`src/rtl/fir_pkg.sv`:
```
// Shared types and codebase-wide defaults for the FIR accumulator slice.
package fir_pkg;

    typedef enum logic [1:0] {
        IDLE  = 2'd0,
        ACCUM = 2'd1,
        DONE  = 2'd2
    } acc_state_t;

    localparam int FIR_WIDTH = 16;
    localparam int FIR_TAPS  = 8;

endpackage

```
`src/rtl/fir_accumulator.sv`:
```
// MAC accumulator and tap sequencer around an external adder; result on valid/ready.
// Optional FIR_ACC_SATURATE_EN: clamp to all-ones on wrap instead of storing the wrapped sum.
module fir_accumulator
    import fir_pkg::*;
#(
    parameter int WIDTH = FIR_WIDTH,
    parameter int TAPS  = FIR_TAPS,
    parameter int IDX_W = $clog2(TAPS)
) (
    input  logic             clk,
    input  logic             rst_n,
    input  logic             start,
    input  logic             mac_en,
    input  logic [WIDTH-1:0] suma_wynik,
    output logic [WIDTH-1:0] Acc_out,
    output logic [IDX_W-1:0] tap_idx,
    output logic             busy,
    output logic [WIDTH-1:0] wynik,
    output logic             wynik_valid,
    input  logic             wynik_ready,
    output logic             overflow
);

    acc_state_t       r_state;
    logic             w_wrap;
    logic             w_last;
    logic [WIDTH-1:0] w_acc_next;

    // The adder wraps modulo 2^WIDTH, so an unsigned add that lands below the old value wrapped.
    assign w_wrap = (suma_wynik < Acc_out);
    assign w_last = (tap_idx == IDX_W'(TAPS - 1));

`ifdef FIR_ACC_SATURATE_EN
    // Sticky overflow keeps the sample pinned at all-ones once it has clipped.
    assign w_acc_next = (w_wrap || overflow) ? '1 : suma_wynik;
`else
    assign w_acc_next = suma_wynik;
`endif

    assign busy = (r_state != IDLE);

    always_ff @(posedge clk or negedge rst_n) begin
        if (!rst_n) begin
            r_state     <= IDLE;
            Acc_out     <= '0;
            tap_idx     <= '0;
            wynik       <= '0;
            wynik_valid <= 1'b0;
            overflow    <= 1'b0;
        end else begin
            case (r_state)
                IDLE: begin
                    if (start) begin
                        Acc_out  <= '0;
                        tap_idx  <= '0;
                        overflow <= 1'b0;
                        r_state  <= ACCUM;
                    end
                end
                ACCUM: begin
                    if (mac_en) begin
                        if (w_wrap)
                            overflow <= 1'b1;
                        if (w_last) begin
                            wynik       <= w_acc_next;
                            wynik_valid <= 1'b1;
                            Acc_out     <= '0;
                            tap_idx     <= '0;
                            r_state     <= DONE;
                        end else begin
                            Acc_out <= w_acc_next;
                            tap_idx <= tap_idx + IDX_W'(1);
                        end
                    end
                end
                DONE: begin
                    // start is deliberately ignored here; a new sample must begin from IDLE.
                    if (wynik_ready) begin
                        wynik_valid <= 1'b0;
                        r_state     <= IDLE;
                    end
                end
                default: r_state <= IDLE;
            endcase
        end
    end

endmodule

```
`config.mk`:
```
export PLATFORM = sky130hd
export DESIGN_NAME = fir_accumulator
export DESIGN_NICKNAME = d
export VERILOG_FILES = /design/src/rtl/fir_pkg.sv /design/src/rtl/fir_accumulator.sv
export SDC_FILE = /design/constraint.sdc
export NUM_CORES = 1
export LEC_CHECK = 0
export ABC_AREA = 1
export BUFFER_PORTS_ARGS = -buffer_cell sky130_fd_sc_hd__buf_2
export CAP_MARGIN = 20
export CELL_PAD_IN_SITES_DETAIL_PLACEMENT = 0
export CELL_PAD_IN_SITES_GLOBAL_PLACEMENT = 1
export CORE_ASPECT_RATIO = 1.5
export CORE_MARGIN = 2
export CORE_UTILIZATION = 25
export DETAILED_ROUTE_END_ITERATION = 12
export PLACE_DENSITY_LB_ADDON = 0.1
export SKIP_CTS_REPAIR_TIMING = 1
export SYNTH_ARGS = -nofsm -noshare
export SYNTH_HDL_FRONTEND = slang
export SYNTH_SLANG_ARGS = --single-unit
export TNS_END_PERCENT = 1
```
`constraint.sdc`:
```
create_clock -name clk -period 2.5 [get_ports clk]
set_clock_uncertainty 0.15 [all_clocks]
set_input_delay 0.25 -clock clk [delete_from_list [all_inputs] [get_ports clk]]
set_output_delay 0.25 -clock clk [all_outputs]
set_load 0.02 [all_outputs]
```
; ---- After elaboration in Yosys (flattened, before gate mapping)
; Index checks and enable logic that the tools add are counted.
[op_classes]
n_addsub = 1
magnitude_cmp = 1
n_eq_ne = 8
mux = 21
n_reduce_logical = 9
[op_table]
columns = cell, n
row1 = $mux W16, 3
row2 = $pmux W16 S2, 1
row3 = $lt A16 B16 Y1, 1
row4 = $reduce_and A4 Y1, 3
row5 = $ne A2 B2 Y1 const B, 5
row6 = $mux W3, 3
row7 = $mux W2, 4
row8 = $mux W1, 6
row9 = $pmux W2 S3, 1
row10 = $pmux W3 S2, 1
row11 = $reduce_and A3 Y1, 2
row12 = $reduce_bool A2 Y1, 3
row13 = $pmux W1 S2, 2
row14 = $add A3 B1 Y3 const B, 1
row15 = $eq A3 B3 Y1 const B, 1
row16 = $eq A2 B1 Y1 const B, 1
row17 = $eq A2 B2 Y1 const B, 1
row18 = $logic_not A2 Y1, 1
[word_totals]
regBits = 39
inputBits = 21
out_inout_bits = 38
wordCells = 46

; ---- Longest topological paths before layout
[logic_depth]
word_depth = 4
mapped_depth = 13
depth_no_buf = 13

; ---- Worst setup path after synthesis
; OpenSTA, ideal clock, no wires.
[synth_timing]
kind = register -> register
startpoint = reg tap_idx[0]
endpoint = reg wynik[8]
setup_time_ps = 117
t_arrival_ps = 1598
t_required_ps = 2233
setup_slack_ps = 635
stages_incl_launch_ff = 11
path_buffers = 1
period_less_slack_ps = 1865
cell_sequence = dfrtp_1 -> ha_1 -> ha_1 -> nand2_1 -> clkinv_1 -> a21oi_2 -> nor3_4 -> inv_4 -> buf_8 -> nand2_2 -> o21ai_2
[synth_between]
elab_chain_cells = 2
[synth_rtl]
columns = item, line
row1 = start: declaration, fir_accumulator.sv:16  ; output logic [IDX_W-1:0] tap_idx,
row2 = start signal: assignment, fir_accumulator.sv:72  ; tap_idx <= tap_idx + IDX_W'(1);
row3 = $eq A3 B3 Y1, fir_accumulator.sv:31  ; assign w_last = (tap_idx == IDX_W'(TAPS - 1));
row4 = $reduce_and A3 Y1 (no line), --
row5 = end signal: assignment, fir_accumulator.sv:65  ; wynik <= w_acc_next;
row6 = end: declaration, fir_accumulator.sv:18  ; output logic [WIDTH-1:0] wynik,
; Every way passes these cells.
; A chain may end at the register's enable or synchronous reset.

; ---- Final worst setup path
[layout_timing]
startpoint = reg tap_idx[0]
endpoint = reg wynik[5]
; The elaborated chain is that of the path after synthesis.

==> flow_summary.ini <==
[global_routing]
grt-ovfl-total = 0
track_usage_pct = 12.6
grt_pass1_vias = 1610
grt_pass1_wl_um = 8260
antenna_found_initial = 0
grt_max_degree = 29

[worst_setup_path]
cp_num_buf_inv = 2
worstPathArrival_ns = 1.97
slowest_delay_ns = 0.40
r2r_slack_ns = 0.59
r2r-end = wynik[5]$_DFFE_PN0P_
crit_type = flop to flop
timing.rr.start = tap_idx[0]$_DFFE_PN0P_
cp_cell_sequence = ha_1 -> ha_1 -> nand2_1 -> clkinv_1 -> a21oi_2 -> nor3_4 -> inv_4 -> nand2_1 -> o21ai_2
cp.required_ns = 2.56
critPathMaxFanout = 28
cp_slowest_cell = dfrtp_1
worstSetupStartpointType = flop
endpoint_kind = flop
cp_top_family = flip-flops
reg2reg_depth = 9

[placed_design]
gp_congestion = 0.729
dp_hpwl_um = 3900
portBuffers = 58
pre_cts_slack_ns = 0.568
place_area_um2 = 2380

[routing]
viasPerCell = 4.15
post_drt_wl_per_cell_um = 12.9
drt_pass1_iterations = 4
drcViolationCount = 0
final_antenna_net_count = 0
vias = 1609
detail_route.iter0.violations = 29
wirelength_um = 5020

[yosys]
syn_area_um2 = 1970
ys_seq_area_share_pct = 49.5
ys_seq_elements = 39
synth_cells = 219
yosysUniqueCellTypes = 25
synth.avg_cell_area_um2 = 9.00
synth_top_area_share_pct = 49.5
synth-edff-count = 0
yosysTopAreaCell = dfrtp_1
synth_nets = 257
synth.most_common_cell = nand2_1
ys_warn_count = 0
async_flop_share_pct = 100
ys.flop_type = dfrtp_1
synth_common_cells = nand2_1 (63), dfrtp_1 (39), inv_1 (35)
synthTopCellsByArea = dfrtp_1 (50%), nand2_1 (12%), ha_1 (11%), inv_1 (6.7%), o21ai_2 (4.4%)

[timing]
min_period_ns = 1.91
rsz0062_at_grt = false
post-route-period-util_pct = 76.5
drv_slew = 0
max_freq_mhz = 523
fin_ws_ns = 0.588
slew-limit-headroom_pct = 60.2
worst_hold_slack_ns = 0.0662
setup_viol = 0
setup_tns_ns = 0
hold_viol = 0
max_slew.worst_pin.slew_ns = 0.597

[layout]
layout-drive-gt1-share_pct = 31.8
final_area_um2 = 2570
insertedDiodeCount = 0
area_delta_synth_final_pct = 30.2
nNetsFinal = 323
fillCellCount = 846
fin_util_pct = 33.7

[power]
ir_worst_vdd_mv = 0.379
p_sw_share_pct = 41.5
seq_power_share_pct = 32.8
clkPwrFrac_pct = 23.1
power_switching_mw = 1.36
power.density_nw_per_um2 = 1280
leakagePower_nw = 1.42
p_int_mw = 1.92
combPwrFrac_pct = 44.1

[clocking]
cts_root_buf = clkbuf_16
clock_latency_ns = 0.28
tritoncts = yes
path_clk_slew_ns = 0.06
cts_max_path_buffers = 2
cts_sinks = 39
numCtsBuffers = 5
htree_levels = 2

[worst_hold_path]
hold_path.startpoint = suma_wynik[15]
hp-class = input pin to flop
whs_endpoint = wynik[15]$_DFFE_PN0P_
min_path_cells = 3

[floorplan]
die_area_um2 = 8620
start_util_pct = 25.9
dieHeight_um = 113
core_um2 = 7610
rows = 39
die_w_um = 76.5
io_pins = 59

[run_status]
status = complete, no violations

[job]
drv_cap = 0
routing by layer:
metal | share of wire (%) | global-route usage, % | routed length (µm)
met5 | 0 | 0 | 0
met4 | 0.84 | 4.00 | 42
met3 | 3.6 | 2.79 | 180
met2 | 53 | 22.4 | 2650
met1 | 43 | 15.0 | 2150
area by class of cell:
cell class                 instances  area, µm²  share of cell area (%)
clock buffer                       6        139                    5.41
clock inverter                     2       35.0                    1.37
inverter                          40        153                    5.95
multi-input combinational        136        806                    31.4
sequential                        39        976                    38.0
tap                              102        128                    4.97
timing repair buffer              63        330                    12.9
layout by cell type, fill, tap and decap left out, drive strengths merged:
cell	n
o31a	1
dfrtp	39
a21oi	8
nand3	4
ha	17
nor2	6
or2	1
nand2	66
o21a	1
buf	62
bufinv	1
o21ai	20
o22ai	9
nor3	2
dlygate4sd3	1
clkinv	2
inv	39
a41oi	1
clkbuf	6
worst register-to-register path, stage by stage, from the launching register on:
cell	delay, ns
dfrtp_1	0.40
ha_1	0.21
ha_1	0.19
nand2_1	0.06
clkinv_1	0.08
a21oi_2	0.19
nor3_4	0.10
inv_4	0.27
nand2_1	0.13
o21ai_2	0.07
worst max path at each step:
stage,start,to,slack (ns),cells past startpoint
after floorplan,tap_idx[0]$_DFFE_PN0P_,wynik[8]$_DFFE_PN0P_,0.63,10
after global placement,r_state[0]$_DFFE_PN0P_,overflow$_DFFE_PN0P_,0.52,8
after detailed placement,r_state[0]$_DFFE_PN0P_,overflow$_DFFE_PN0P_,0.57,8
after CTS,r_state[0]$_DFFE_PN0P_,overflow$_DFFE_PN0P_,0.55,8
after global routing,r_state[0]$_DFFE_PN0P_,overflow$_DFFE_PN0P_,0.32,8
final,tap_idx[0]$_DFFE_PN0P_,wynik[5]$_DFFE_PN0P_,0.59,9
sequential cells by signal (all words and copies together) (netlist names):
register / count
wynik: 16
wynik_valid: 1
overflow: 1
Acc_out: 16
r_state: 2
tap_idx: 3
power by group through the flow:
stage	registers (mW)	clock network, mW	logic [mW]
floorplan	1.42	0	0.621
global placement	1.10	0	1.48
detailed placement	1.09	0	1.48
CTS	1.09	0.782	1.48
global route	1.11	0.818	1.64
finish	1.08	0.759	1.45
per-stage QoR:
stage	total power [mW]	cells
4_1_cts	3.35	387
6_report	3.28	388
5_1_grt	3.57	388
3_3_place_gp	2.58	379
2_1_floorplan	2.04	219
3_5_place_dp	2.58	379
cell families after synthesis:
logic type,after synthesis,synth area share (%)
fa+ha+maj,17,10.8
buf+inv,44,9.59
compound gates,40,13.3
flops,39,49.5
simple gates,79,16.8
(Power assumes the default switching activity.)
